===== src/rtl/picorv32_trace_pkg.sv =====
// Shared definitions for the picorv32 trace packer.
// Holds the trace word width, the packet header bit positions and the
// packer FSM state type.
package picorv32_trace_pkg;

   localparam int TRACE_W     = 36;
   localparam int HDR_CNT_LSB = 0;
   localparam int HDR_CNT_MSB = 6;
   localparam int HDR_DROP    = 7;
   localparam int HDR_W       = 8;

   typedef enum logic {
      ST_FILL,
      ST_SEND
   } state_t;

endpackage


===== src/rtl/picorv32_trace_packer_if.sv =====
// Trace-in / packet-out bundle for the picorv32 trace packer.
//   trace_valid, trace_data : retired-instruction trace stream (no ready)
//   out_valid, out_ready    : packet handshake
//   out_data                : header byte followed by PKT_WORDS trace slots
//   drop_count              : saturating overflow drop counter
// master = trace source / packet consumer, slave = the packer.
interface picorv32_trace_packer_if #(
   parameter int PKT_WORDS = 4
);
   localparam int PKT_W = picorv32_trace_pkg::HDR_W + picorv32_trace_pkg::TRACE_W * PKT_WORDS;

   logic                                  trace_valid;
   logic [picorv32_trace_pkg::TRACE_W-1:0] trace_data;
   logic                                  out_valid;
   logic                                  out_ready;
   logic [PKT_W-1:0]                      out_data;
   logic [15:0]                           drop_count;

   modport master (
      output trace_valid, trace_data, out_ready,
      input  out_valid, out_data, drop_count
   );

   modport slave (
      input  trace_valid, trace_data, out_ready,
      output out_valid, out_data, drop_count
   );

endinterface


===== src/rtl/picorv32_trace_fifo.sv =====
// Synchronous FIFO with registered storage.
//   push/din : write request; ignored while full
//   pop      : read request; ignored while empty
//   dout     : head entry, valid whenever !empty
//   full/empty derived from (log2(DEPTH)+1)-bit pointers
module picorv32_trace_fifo #(
   parameter int WIDTH = 36,
   parameter int DEPTH = 16
) (
   input  logic             clk,
   input  logic             resetn,
   input  logic             push,
   input  logic [WIDTH-1:0] din,
   output logic             full,
   input  logic             pop,
   output logic [WIDTH-1:0] dout,
   output logic             empty
);

   localparam int AW = $clog2(DEPTH);

   logic [AW:0]      wr_ptr;
   logic [AW:0]      rd_ptr;
   logic [WIDTH-1:0] mem [DEPTH];

   // Extra MSB distinguishes a wrapped writer (full) from equal pointers (empty).
   assign empty = (wr_ptr == rd_ptr);
   assign full  = (wr_ptr[AW] != rd_ptr[AW]) && (wr_ptr[AW-1:0] == rd_ptr[AW-1:0]);
   assign dout  = mem[rd_ptr[AW-1:0]];

   always_ff @(posedge clk or negedge resetn) begin
      if (!resetn) begin
         wr_ptr <= '0;
         rd_ptr <= '0;
      end else begin
         if (push && !full)
            wr_ptr <= wr_ptr + 1'b1;
         if (pop && !empty)
            rd_ptr <= rd_ptr + 1'b1;
      end
   end

   always_ff @(posedge clk) begin
      if (push && !full)
         mem[wr_ptr[AW-1:0]] <= din;
   end

endmodule


===== src/rtl/picorv32_trace_packer.sv =====
// Buffers the picorv32 per-instruction trace stream and packs it into
// fixed-size packets on a ready/valid output.
//   clk, resetn : single clock, asynchronous active-low reset
//   bus (slave) : trace_valid/trace_data in, out_valid/out_ready/out_data
//                 packet handshake, drop_count overflow counter
// Packets carry a word count, a drop flag and PKT_WORDS slots (oldest in
// slot 0, unused slots zero). A partial packet is sent after FLUSH_CYCLES
// idle cycles (0 disables the timeout).
module picorv32_trace_packer
   import picorv32_trace_pkg::*;
#(
   parameter int DEPTH        = 16,
   parameter int PKT_WORDS    = 4,
   parameter int FLUSH_CYCLES = 64
) (
   input  logic                    clk,
   input  logic                    resetn,
   picorv32_trace_packer_if.slave  bus
);

   localparam int IDLE_W = (FLUSH_CYCLES > 0) ? $clog2(FLUSH_CYCLES + 1) : 1;

   state_t               state;
   state_t               state_nxt;
   logic [6:0]           fill;
   logic [6:0]           fill_nxt;
   logic [IDLE_W-1:0]    idle_cnt;
   logic [TRACE_W-1:0]   slot [PKT_WORDS];
   logic                 hdr_drop;
   logic                 drop_flag;
   logic                 drop_flag_nxt;
   logic [15:0]          drop_cnt;
   logic                 pop;
   logic                 timeout;
   logic                 handshake;
   logic                 drop;
   logic                 fifo_full;
   logic                 fifo_empty;
   logic [TRACE_W-1:0]   fifo_dout;

   picorv32_trace_fifo #(
      .WIDTH (TRACE_W),
      .DEPTH (DEPTH)
   ) u_fifo (
      .clk    (clk),
      .resetn (resetn),
      .push   (bus.trace_valid),
      .din    (bus.trace_data),
      .full   (fifo_full),
      .pop    (pop),
      .dout   (fifo_dout),
      .empty  (fifo_empty)
   );

   assign drop = bus.trace_valid && fifo_full;

   // A drop coinciding with the handshake is not reported by the departing
   // packet, so it keeps the flag set for the next one.
   assign drop_flag_nxt = handshake ? drop : (drop_flag || drop);

   always_comb begin
      state_nxt = state;
      fill_nxt  = fill;
      pop       = 1'b0;
      timeout   = 1'b0;
      handshake = 1'b0;
      case (state)
         ST_FILL: begin
            pop = !fifo_empty && (fill < 7'(PKT_WORDS));
            if (pop)
               fill_nxt = fill + 1'b1;
            timeout = (FLUSH_CYCLES != 0) && (fill != '0) &&
                      (idle_cnt == IDLE_W'(FLUSH_CYCLES));
            // Leaving on the completing pop lets a full packet present the
            // cycle after its last word is taken.
            if ((fill_nxt == 7'(PKT_WORDS)) || timeout)
               state_nxt = ST_SEND;
         end
         ST_SEND: begin
            handshake = bus.out_ready;
            if (handshake) begin
               state_nxt = ST_FILL;
               fill_nxt  = '0;
            end
         end
         default: state_nxt = ST_FILL;
      endcase
   end

   always_ff @(posedge clk or negedge resetn) begin
      if (!resetn) begin
         state     <= ST_FILL;
         fill      <= '0;
         idle_cnt  <= '0;
         hdr_drop  <= 1'b0;
         drop_flag <= 1'b0;
         drop_cnt  <= '0;
         for (int i = 0; i < PKT_WORDS; i++)
            slot[i] <= '0;
      end else begin
         state     <= state_nxt;
         fill      <= fill_nxt;
         drop_flag <= drop_flag_nxt;

         for (int i = 0; i < PKT_WORDS; i++) begin
            if (handshake)
               slot[i] <= '0;
            else if (pop && (fill == 7'(i)))
               slot[i] <= fifo_dout;
         end

         if ((state != ST_FILL) || (fill == '0) || pop || (state_nxt == ST_SEND))
            idle_cnt <= '0;
         else
            idle_cnt <= idle_cnt + 1'b1;

         // Header drop bit is loaded on entry to SEND and keeps absorbing
         // drops while the packet waits, so words lost during a stall are
         // reported by the packet that is eventually handed off.
         if ((state == ST_FILL) && (state_nxt == ST_SEND))
            hdr_drop <= drop_flag;
         else if (handshake)
            hdr_drop <= 1'b0;
         else if (state == ST_SEND)
            hdr_drop <= drop_flag_nxt;

         if (drop && (drop_cnt != 16'hFFFF))
            drop_cnt <= drop_cnt + 1'b1;
      end
   end

   assign bus.out_valid  = (state == ST_SEND);
   assign bus.drop_count = drop_cnt;

   always_comb begin
      bus.out_data = '0;
      bus.out_data[HDR_CNT_MSB:HDR_CNT_LSB] = fill;
      bus.out_data[HDR_DROP]                = hdr_drop;
      for (int i = 0; i < PKT_WORDS; i++)
         bus.out_data[HDR_W + TRACE_W*i +: TRACE_W] = slot[i];
   end

endmodule


===== src/flat_wrapper.sv =====
// flat-port wrapper written by rule: the top's interface ports become plain ports
module picorv32_trace_packer_flat import picorv32_trace_pkg::*;
#(
   parameter int DEPTH        = 16,
   parameter int PKT_WORDS    = 4,
   parameter int FLUSH_CYCLES = 64
)
  (clk, resetn, bus_trace_valid, bus_trace_data, bus_out_ready, bus_out_valid, bus_out_data, bus_drop_count);
  picorv32_trace_packer_if #(.PKT_WORDS(PKT_WORDS)) bus_i ();
  input  logic clk;
  input  logic resetn;
  input wire logic [$bits(bus_i.trace_valid)-1:0] bus_trace_valid;
  input wire logic [$bits(bus_i.trace_data)-1:0] bus_trace_data;
  input wire logic [$bits(bus_i.out_ready)-1:0] bus_out_ready;
  output wire logic [$bits(bus_i.out_valid)-1:0] bus_out_valid;
  output wire logic [$bits(bus_i.out_data)-1:0] bus_out_data;
  output wire logic [$bits(bus_i.drop_count)-1:0] bus_drop_count;
  assign bus_i.trace_valid = bus_trace_valid;
  assign bus_i.trace_data = bus_trace_data;
  assign bus_i.out_ready = bus_out_ready;
  assign bus_out_valid = bus_i.out_valid;
  assign bus_out_data = bus_i.out_data;
  assign bus_drop_count = bus_i.drop_count;
  picorv32_trace_packer #(.DEPTH(DEPTH), .PKT_WORDS(PKT_WORDS), .FLUSH_CYCLES(FLUSH_CYCLES)) u_core (.clk(clk), .resetn(resetn), .bus(bus_i));
endmodule

===== config.mk =====
export PLATFORM = sky130hd
export DESIGN_NAME = picorv32_trace_packer_flat
export DESIGN_NICKNAME = d
export VERILOG_FILES = /design/src/rtl/picorv32_trace_pkg.sv /design/src/rtl/picorv32_trace_packer_if.sv /design/src/rtl/picorv32_trace_fifo.sv /design/src/rtl/picorv32_trace_packer.sv /design/src/flat_wrapper.sv
export SDC_FILE = /design/constraint.sdc
export NUM_CORES = 1
export LEC_CHECK = 0
export ABC_CLOCK_PERIOD_IN_PS = 3560
export CAP_MARGIN = 20
export CORE_MARGIN = 10
export CORE_UTILIZATION = 25
export CTS_CLUSTER_SIZE = 30
export DETAILED_ROUTE_END_ITERATION = 6
export PLACE_DENSITY = 0.44
export SLEW_MARGIN = 20
export SYNTH_ARGS = -nofsm -noshare
export SYNTH_HDL_FRONTEND = slang
export SYNTH_SLANG_ARGS = --single-unit

===== constraint.sdc =====
create_clock -name clk -period 3.56 [get_ports clk]
set_clock_uncertainty 0.15 [all_clocks]
set_input_delay 0.712 -clock clk [delete_from_list [all_inputs] [get_ports clk]]
set_output_delay 0.712 -clock clk [all_outputs]
set_load 0.03 [all_outputs]

==> After elaboration in Yosys (flattened, before gate mapping) <==
Memory sizes are Yosys's and may differ from the RTL's.
Index checks and enable logic that the tools add are counted.
{ "totals": {"regBits": 187, "input_bits": 40, "ram_bits": 576, "mem_count": 1, "elab_cells": 80} }
{ "memory_table": {"columns": ["memory", "words", "word_bits", "rd", "rd_ports_with_merged_regs", "write_ports", "line", "rtl"], "rows": [
  ["u_core.u_fifo.mem", 16, 36, 1, 0, 1, "picorv32_trace_fifo.sv:24", "logic [WIDTH-1:0] mem [DEPTH];"]
]} }
{ "op_classes": {"mux": 24, "magnitude_cmp": 1, "eq_ne": 10, "n_addsub": 5, "bitwise_logic": 1, "n_reduce_logical": 26} }
{ "ops": {"columns": ["cell", "count"], "rows": [
  ["$mux W36", 8],
  ["$mux W7", 4],
  ["$add A16 B1 Y16 const B", 1],
  ["$ne A16 B16 Y1 const B", 1],
  ["$add A7 B1 Y7 const B", 2],
  ["$eq A7 B2 Y1 const B", 2],
  ["$pmux W7 S2", 1],
  ["$logic_and A1 B1 Y1", 12],
  ["$add A5 B1 Y5 const B", 2],
  ["$mux W1", 10],
  ["$reduce_bool A2 Y1", 4],
  ["$eq A7 B1 Y1 const B", 1],
  ["$eq A7 B3 Y1 const B", 1],
  ["$eq A7 B7 Y1 const B", 1],
  ["$logic_not A7 Y1", 1],
  ["$lt A7 B3 Y1 const B", 1],
  ["$reduce_bool A7 Y1", 1],
  ["$eq A5 B5 Y1", 1],
  ["$logic_or A1 B1 Y1", 5],
  ["$eq A4 B4 Y1", 1],
  ["$reduce_bool A3 Y1", 1],
  ["$logic_not A1 Y1", 2],
  ["$ne A2 B2 Y1 const B", 1],
  ["$pmux W1 S2", 1],
  ["2 further kinds", 2]
]} }

==> Depth between registers and ports, before layout <==
Gate-level depths: netlist of run 1.
{ "depth": {"word_depth": 11, "ltp_mapped": 10} }

==> Hierarchy <==
Synthesis of run 1 repeated with hierarchy kept, for this count alone.
{ "unflattened": {"cells_unflattened": 1744, "area_unflattened_um2": 29697.2} }
{ "by_module_without_submodules": {"columns": ["mod", "n_inst", "cells_per_inst", "area_per_inst_um2"], "rows": [
  ["picorv32_trace_fifo", 1, 959, 22230.1],
  ["picorv32_trace_packer", 1, 785, 7467.2]
]} }

==> Worst setup path before layout of run 1 <==
No wires, ideal clock.
{ "synth_path": {"path_type": "flip-flop to flip-flop", "from": "register u_core.u_fifo.rd_ptr[0]", "to": "memory u_core.u_fifo.mem[0][0] (enable)", "slack_ns": 0.582, "period_less_slack_ns": 2.978, "arrival_ns": 2.431, "setup_ns": 0.397, "stages_incl_launch_ff": 9, "cell_sequence": "dfrtp_1 -> buf_2 -> xor2_1 -> nor4_4 -> and2_1 -> nor2b_1 -> buf_2 -> and2b_1 -> and3b_1"} }
{ "synth_via": {"elab_chain_len": 6} }
{ "synth_lines": {"columns": ["item", "line", "rtl"], "rows": [
  ["from (decl)", "picorv32_trace_fifo.sv:23", "logic [AW:0] rd_ptr;"],
  ["from (signal assigned)", "picorv32_trace_fifo.sv:39", "rd_ptr <= rd_ptr + 1'b1;"],
  ["$eq A4 B4 Y1", "picorv32_trace_fifo.sv:28", "assign full = (wr_ptr[AW] != rd_ptr[AW]) && (wr_ptr[AW-1:0] == rd_ptr[AW-1:0]);"],
  ["$logic_and A1 B1 Y1", "picorv32_trace_fifo.sv:28", null],
  ["$logic_not A1 Y1", "picorv32_trace_fifo.sv:44", "if (push && !full)"],
  ["$logic_and A1 B1 Y1", "picorv32_trace_fifo.sv:44", null],
  ["$mux W1", "picorv32_trace_fifo.sv:44", null],
  ["$mux W1 (implied by the code)", "picorv32_trace_fifo.sv:45", "mem[wr_ptr[AW-1:0]] <= din;"],
  ["to (decl)", "picorv32_trace_fifo.sv:24", null]
]} }
No other way between the ends.

==> Worst setup path in the final report of run 1 <==
{ "layout_path": {"from": "register u_core.u_fifo.wr_ptr[0]", "to": "memory u_core.u_fifo.mem[10][33] (enable)"} }
{ "layout_via": {"elab_chain_len": 6} }
{ "layout_lines": {"columns": ["item", "line", "rtl"], "rows": [
  ["from (decl)", "picorv32_trace_fifo.sv:22", "logic [AW:0] wr_ptr;"],
  ["from (signal assigned)", "picorv32_trace_fifo.sv:37", "wr_ptr <= wr_ptr + 1'b1;"],
  ["$eq A4 B4 Y1", "picorv32_trace_fifo.sv:28", null],
  ["$logic_and A1 B1 Y1", "picorv32_trace_fifo.sv:28", null],
  ["$logic_not A1 Y1", "picorv32_trace_fifo.sv:44", null],
  ["$logic_and A1 B1 Y1", "picorv32_trace_fifo.sv:44", null],
  ["$mux W1", "picorv32_trace_fifo.sv:44", null],
  ["$mux W1 (implied by the code)", "picorv32_trace_fifo.sv:45", null]
]} }
Parallel ways exist; a longest one is shown, timed or not.

==> results of run 1 <==
==> synth_stat cells, types with 2 or more instances <==
master / number
clkbuf_1: 41
nand2_1: 305
mux2_2: 3
mux4_2: 180
and4_1: 4
nand4_1: 7
buf_6: 11
a31oi_1: 2
and3b_1: 4
xor2_1: 14
buf_4: 11
nor2_1: 11
buf_1: 7
edfxtp_1: 576
xnor2_1: 21
o21ai_0: 3
mux2i_1: 2
ha_1: 12
and3_1: 11
dfrtp_1: 187
nand2b_1: 2
buf_2: 21
nand3_1: 156
a21oi_1: 2
inv_1: 10
nor3_1: 2
nand2_2: 5
and2_1: 10
nor2b_1: 3
==> power breakdown <==
part / switching [mW] / internal, mW / leakage [nW]
Combinational: 6.49 / 4.30 / 4.04
Sequential: 0.683 / 11.0 / 7.71
Clock: 3.45 / 4.78 / 1.25
==> routing by layer <==
layer	vias up	global-route usage [%]	wire (um)
met5	-	0	64
met4	12	3.18	1450
met3	98	2.48	4760
met2	399	17.9	35900
met1	8388	17.5	38100
li1	6813	-	-
==> registers in the layout, summed over array words and instances (netlist names) <==
signal                 cells
u_core.bus.out_valid       1
u_core.drop_flag           1
u_core.u_fifo.rd_ptr       5
u_core.hdr_drop            1
u_core.bus.drop_count     16
u_core.idle_cnt            7
u_core.u_fifo.wr_ptr       5
u_core.fill                7
u_core.u_fifo.mem        576
u_core.bus.out_data      144
==> layout make-up <==
| class | count | area (um2) | area share (%) |
|---|---|---|---|
| flip-flops and latches | 763 | 22000 | 60.2 |
| multi-input cells | 775 | 7090 | 19.4 |
| repair buffers | 268 | 2910 | 7.98 |
| clock buffers | 94 | 2090 | 5.71 |
| well taps | 1536 | 1920 | 5.26 |
| clock inverters | 47 | 484 | 1.33 |
| inverters | 10 | 37.5 | 0.103 |
| diodes | 5 | 12.5 | 0.0343 |
==> tightest hold or removal path, cell delays in order, from the launching register on <==
cell and delay (ns):
dfrtp_1 0.32, nand2_1 0.06, nand2_1 0.06
==> worst max-delay path by stage <==
stage                             from                        end  slack (ns)  depth (start not counted)
2_1_floorplan  u_core.u_fifo.rd_ptr[0]    u_core.u_fifo.mem[0][0]        0.58                          8
3_3_place_gp           bus_trace_valid  u_core.u_fifo.mem[10][30]        0.41                          6
3_5_place_dp           bus_trace_valid  u_core.u_fifo.mem[10][32]        0.43                          6
4_1_cts        u_core.u_fifo.wr_ptr[0]  u_core.u_fifo.mem[10][12]        0.60                          9
5_1_grt        u_core.u_fifo.wr_ptr[0]   u_core.u_fifo.mem[10][2]        0.45                          9
6_report       u_core.u_fifo.wr_ptr[0]  u_core.u_fifo.mem[10][33]        0.65                          9
==> per-stage QoR <==
step / std cells / setup WS, ns / cell area [um2] / power [mW] / utilization (%)
floorplan: 1639 / 0.582 / 29600 / 18.2 / -
global placement: 3351 / 0.414 / 33900 / 22.8 / 28.8
detailed placement: 3351 / 0.434 / 33900 / 22.9 / 28.8
CTS: 3493 / 0.603 / 36500 / 31.2 / 31.0
global route: 3494 / 0.449 / 36500 / 32.2 / 31.0
finish: 3498 / 0.648 / 36500 / 30.7 / 31.0
==> cells by family after synthesis <==
logic type	Yosys count
flip-flops	763
AND/OR/NAND/NOR	529
multiplexers	185
buffers and inverters	101
XOR/XNOR	35
AO/OA/AOI/OAI	14
adder cells (fa/ha/maj)	12
==> results.md, run 1 <==
Timing:
- Setup repair after global routing left no endpoint under its margin.
- The setup TNS is 0 ns.
- The relative slew slack is 30.4%.
- For the pin with the worst max-slew slack, the measured transition is between 1 and 1.5 ns.
- The worst path needs just under 3 ns of the cycle, external delays included.
- Setup violations remaining at the end of the flow were counted as 0.
- After layout, the worst path uses between 80% and 90% of the clock period.
- Derived from the worst setup path, the maximum achievable clock frequency is roughly 340 MHz.
- The number of hold-slack violations in the final timing report is 0.
- The worst hold slack is between 0.3 and 0.4 ns.
- The count of final max-slew check failures came to 0.

Setup path:
- The type of element capturing the critical path is a flop.
- The critical path data required time is approximately 3.7 ns.
- The worst reg2reg path endpoint is u_core.u_fifo.mem[10][33].
- The kind of cell with the highest combined delay along the critical path is simple AND/OR/NAND/NOR gates.
- The arrival time of the worst setup path is just over 3 ns.
- The number of cells traversed by the worst register-to-register path is 9.
- The slowest stage cell on the critical path is dfrtp_1.
- Walking the worst path, the cells encountered are xor2_1 -> nor4_4 -> buf_4 -> and2_1 -> nor2b_1 -> buf_4 -> nor2b_1 -> and3_2 -> buf_12.
- The worst register-to-register path has a setup slack of between 0.6 and 0.7 ns.
- The critical path's largest stage delay is around 0.46 ns.
- The sort of element at the start of the critical path is a flop.
- By startpoint and endpoint, the worst setup path is classified as reg2reg.
- The worst register-to-register path begins at u_core.u_fifo.wr_ptr[0].
- The worst-path maximum fanout is 36.
- The critical path contains buffers and inverters numbering 3 combined.

Detailed routing:
- For this block, the initial DRC count from the detailed router was between 1000 and 1500.
- The number of nets with antenna violations after routing is 0.
- The total length of routed wires is between 80000 and 90000 um.
- The final routed wire length divided by cell count is 23.0 um.
- The DRC violation count after routing is 0.
- The via density per instance is 4.49.
- The pre-antenna-repair detailed-routing pass consisted of 7 iterations.
- The detailed-route via count is 15710.

Die:
- The height of the chip is ~360 um.
- The die is about 360 um wide.
- After floorplanning, the core was divided into approximately 130 placement rows.
- The area of the die is approximately 130000 um2.
- Once the floorplan was initialized, standard cells occupied between 20% and 30% of the core.
- The core region is roughly 120000 um2.
- around 210 I/O pins were placed.

Worst hold path:
- The endpoint of the worst hold path is u_core.drop_flag.
- The worst hold path begins at u_core.drop_flag.
- The tightest min-delay check is of the reg2reg type.
- The depth of the worst hold-timing path is 2.

Synthesis:
- The simple-gate portion of the synthesized area is under 10%.
- The dominant cell type by area after synthesis is edfxtp_1.
- The fraction of the mapped netlist area in adder cells is 0.508%.
- The number of warnings reported in the yosys synthesis log is 0.
- Summing the sequential cell areas from Yosys gives 74.3% of the chip area.
- Summing every instance area after synthesis gives 29600 um2.
- The fraction of synthesized area in multiplexers is 13.9%.
- The average size of a mapped cell is about 18 um2.
- The combinational family with the most area after synthesis is multiplexers.
- In this run, synthesis produced a sequential element count of ~760.
- In this run the biggest area consumer among cell types represents ~60% of the synthesized area.
- The number of enable-type register cells in the synthesized netlist is 576.
- The gate count after technology mapping is roughly 1600.
- The async set-reset flop share out of synthesis is between 20 and 25%.
- The xor/xnor cell area share of the yosys netlist is just over 1%.
- The number of distinct library cells after synthesis is 45.
- The synthesized net count is between 1500 and 2000.
- The fraction of the mapped netlist area in compound gates is less than 1%.
- The commonest register cell after synthesis is edfxtp_1.
- By area the synthesized netlist is led by edfxtp_1 59%, dfrtp_1 16%, mux4_2 14%, nand2_1 3.9%, nand3_1 2.6%.

Power and ir drop:
- The leakage component of the power is 13.0 nW.
- Dividing total power by cell area gives a power density of between 800 and 900 nW/um2.
- The worst-case IR drop observed on VDD is just under 0.0007 V.

Placement:
- Detailed placement finished with a half-perimeter wire length of 54000 um.
- The placer congestion estimate is 0.725.
- In this run the tool buffered the top-level ports with between 200 and 250 buffer cells.

Clock network:
- The clock tree buffer depth is 3.
- The root buffer cell is clkbuf_16.
- The number of setup buffers added after CTS is 0.
- The number of hold buffers added after CTS was 1.
- The clock latency reported for the late side of the worst-skew pair is 0.64 ns.
- The clock sink count is 763.
- The clock tree from TritonCTS is yes.
- The count of instances resized after the clock tree is built is 0.
- The depth of the CTS H-tree is 3.
- The post-CTS clock slew at the launch and capture registers of the worst setup and hold paths is about 0.060 ns.
- The TritonCTS buffer count is between 70 and 80.

Layout:
- The area growth from synthesis to final layout is 23.6%.
- The top cell types in the final layout, fill and taps aside, are 576 x edfxtp_1, 304 x nand2_1, 207 x clkdlybuf4s50_1.
- The number of nets in the layout is between 1500 and 2000.
- The filler cell count in the final layout is between 10000 and 15000.
- The share of cells above drive strength 1 is about a fifth.
- The most common library cell in the layout ignoring fill and taps is edfxtp_1.

Global route:
- The number of antenna violations at the first check in global routing is 10.
- The wire length of the first global-routing pass is ~120000 um.
- The number of global-route vias before repair was roughly 16000.
- The largest net degree at the start of global routing is between 100 and 150.
- The global-route usage over all layers is 12.0%.
- The total overflow left after global routing is 0.

Outcome:
- The flow ran to the end, and the final reports show no timing, DRC or antenna violations.

Job:
- Across the run, the number of max-cap violations was 0.
(Power assumes the default switching activity.)
==> run 2, diff against run 1 <==
Settings changed: ABC_CLOCK_PERIOD_IN_PS 3560 to 3000.
Clock period 3.56 ns to 3 ns, I/O delays scaled along.
==> run 2 against run 1 <==
First-iteration DRC count is 9.8% lower. Total power up 20%. Flip-flop and latch count unchanged. Via count increased by 0.94%. Largest power group unchanged. Critical path depth fell by 8. Non-clock buffer count grew 21. Setup slack worse by 0.39 ns. Routed wire length grew 1.2%.
==> results.md, run 2 (same netlist as run 1, synthesis figures left out) <==
Outcome:
- The flow ran to the end, and the final reports show no timing, DRC or antenna violations.

Die:
- The die boundary width is roughly 360 um.
- The placeable core region is 118000 um2.
- The effective utilization at floorplan is around a quarter.
- During I/O placement, the number of pins put on the boundary was approximately 210.
- The number of standard-cell rows in the floorplan is roughly 130.
- The floorplan step set the die height to roughly 360 um.
- The die covers around 130000 um2.

Layout:
- The register with the most flip-flops in the layout has 576 of them.
- Cells with a size suffix above 1 make up 21.1% of the layout.
- The number of standard cells in the final layout excluding fillers is 3532.
- The net count of the finished layout is 1972.
- The library cell used most frequently in the layout, excluding fill and tap cells, is edfxtp_1.
- In the layout the commonest cells are 576 x edfxtp_1, 304 x nand2_1, 207 x clkdlybuf4s50_1.
- Compared with the post-synthesis result, the final layout area differs by 24.6%.

Placement:
- The placer congestion estimate is 0.753.
- The half-perimeter wire length of the detailed placement result is ~55000 um.
- The placed cell count is 3372.
- The count of buffers from port buffering is 208.
- Timing analysis after detailed placement gives a worst setup slack of about 0.2 ns.

Clock network:
- The number of buffers inserted by hold repair at cts is 1.
- Clock tree synthesis inserted a total of between 80 and 90 buffers.
- The post-CTS clock slew at the launch and capture registers of the worst setup and hold paths is roughly 0.06 ns.
- Post-CTS timing repair inserted 0 buffers for setup.
- The depth of the CTS H-tree is 3.
- The cell sitting at the root of the clock tree is a clkbuf_16.
- The clock tree buffer depth is 3.
- Clock latency on the worst-skew pair, taken at its later pin, is about 0.63 ns.
- In this run, post-CTS repair resized a total of 0 instances.
- The clock tree from TritonCTS is yes.
- The clock sink count is between 700 and 800.

Timing:
- Setup repair after global routing left no endpoint under its margin.
- The transition time at the pin with the least slew margin is around 0.87 ns.
- The setup TNS is 0 ns.
- The number of hold-slack violations in the final timing report is 0.
- The number of setup violations in the final report is 0.
- In the finished design, the share of the clock period the worst path needs comes to about nine tenths.
- The count of final max-slew check failures is 0.
- The final setup slack of the worst path is about 0.26 ns.
- The clock period minus worst slack is 2.74 ns.
- Measured against its own limit, the worst slew margin works out to between 40% and 50%.
- Based on the critical path, the design can be clocked at up to ~370 MHz.

Power and ir drop:
- The leakage component of the power is 13.2 nW.
- For this design the ratio of total power to cell area is 996 nW/um2.
- The analysis attributes to net switching a power of between 10 and 15 mW.
- The share of power burned in the clock network is a little over a quarter.
- The worst-case IR drop observed on VDD is about 0.00046 V.
- The fraction of power consumed by sequential logic is 37.5%.
- Cell internal power was estimated by the tool at 24.0 mW.
- The proportion of power drawn by combinational gates is 35.4%.
- The net switching fraction of the power is a little over a third.

Global route:
- The number of global-route vias before repair is roughly 16000.
- The number of antenna violations at the first check in global routing is 16.
- After global routing the overflow that remains totals 0.
- The largest net degree at the start of global routing is 71.
- The first global-routing pass estimated roughly 120000 um of wire.
- Across every metal layer, demand over resource in global routing totals between 10% and 20%.

Worst hold path:
- The class of the worst hold path is reg2reg.

Detailed routing:
- The detailed-route via count is between 15000 and 20000.
- The first detailed-routing pass ran for 5 iterations.
- The final routed wire length divided by cell count is between 20 and 25 um.
- The total length of routed wires is about 80000 um.
- The via density per instance is between 4 and 5.
- The number of nets with antenna violations after routing is 0.
- The count of routing violations after the opening detailed-route iteration is approximately 1200.
- The DRC violation count after routing is 0.

Setup path:
- Traced cell by cell, the critical path runs through clkdlybuf4s50_1.
- The type of the setup path with the least slack is reg2out.
- The critical path's largest stage delay is between 0.7 and 0.8 ns.
- The cell family contributing the most delay on the critical path is buffers and inverters.
- The sort of element at the start of the critical path is a flop.
- Counting both buffers and inverters, the worst setup path holds a total of 1.
- STA puts the critical path data required time at 2.25 ns.
- The arrival time of the worst setup path is approximately 2.0 ns.
- The worst setup path is captured at an output port.
- Of all nets on the critical path, the largest fanout is 9.
- The slowest stage cell on the critical path is clkdlybuf4s50_1.

Job:
- The max-capacitance violation count is 0.
run 2: changes by cell type in the layout (fill, tap and decap cells not counted), moves of 2 or more:
cell / delta
buf_12: +6
clkbuf_16: +3
clkbuf_1: +2
clkinv_2: +7
buf_4: +15
diode_2: +3
run 2: worst paths after layout:
path | startpoint | to | slack (ns) | cells after the start
max in group asynchronous | resetn | u_core.bus.out_data[70] | 1.50 | 3
min in group asynchronous | resetn | u_core.bus.out_data[17] | 0.40 | 2
worst min register to register | u_core.drop_flag | u_core.drop_flag | 0.33 | 2
worst max register to register | u_core.u_fifo.rd_ptr[0] | u_core.u_fifo.mem[10][12] | 0.28 | 8
worst max-delay path | u_core.bus.out_valid | bus_out_valid | 0.26 | 1
worst min-delay path | u_core.drop_flag | u_core.drop_flag | 0.33 | 2
run 2: worst register-to-register path, delay by kind of cell, from the launching register on:
family | cells | cell delay, ns
XOR/XNOR | 1 | 0.27
buffers and inverters | 2 | 0.44
flip-flops | 1 | 0.50
AND/OR/NAND/NOR | 5 | 1.05
run 2: area by class of cell:
class | instances | area [um2]
multi-input cells | 775 | 7090
fillers | 11373 | 80900
flip-flops and latches | 763 | 22000
clock inverters | 52 | 473
diodes | 8 | 20.0
clock buffers | 99 | 2170
repair buffers | 289 | 3150
inverters | 10 | 37.5
well taps | 1536 | 1920
run 2: metrics by stage:
step / hold slack [ns] / cell area [um2] / util [%] / power, mW
floorplan: 0.154 / 29600 / - / 21.6
global placement: 0.305 / 34200 / 29.0 / 27.1
detailed placement: 0.311 / 34200 / 29.0 / 27.3
CTS: 0.328 / 36800 / 31.3 / 37.3
global route: 0.355 / 36800 / 31.3 / 38.5
finish: 0.328 / 36800 / 31.3 / 36.7
run 2: power by group through the flow:
| stage | clock network [mW] | logic, mW | registers, mW |
|---|---|---|---|
| finish | 9.93 | 13.0 | 13.8 |
| global route | 10.7 | 13.9 | 13.9 |
| CTS | 10.3 | 13.3 | 13.8 |
| detailed placement | 0 | 13.2 | 14.0 |
| global placement | 0 | 13.2 | 14.0 |
| floorplan | 0 | 6.56 | 15.1 |
run 2: metal layers:
layer	vias up	track usage (%)	share of wire (%)
met5	-	0	0.10
met4	16	3.28	1.7
met3	104	2.62	6.8
met2	459	18.1	44
met1	8401	17.5	47
li1	6878	-	-
==> run 3, diff against run 2 <==
Settings changed: SLEW_MARGIN 20 to default.
==> results of run 3 <==
Final layout, timing and power as in run 2 (identical DEF).
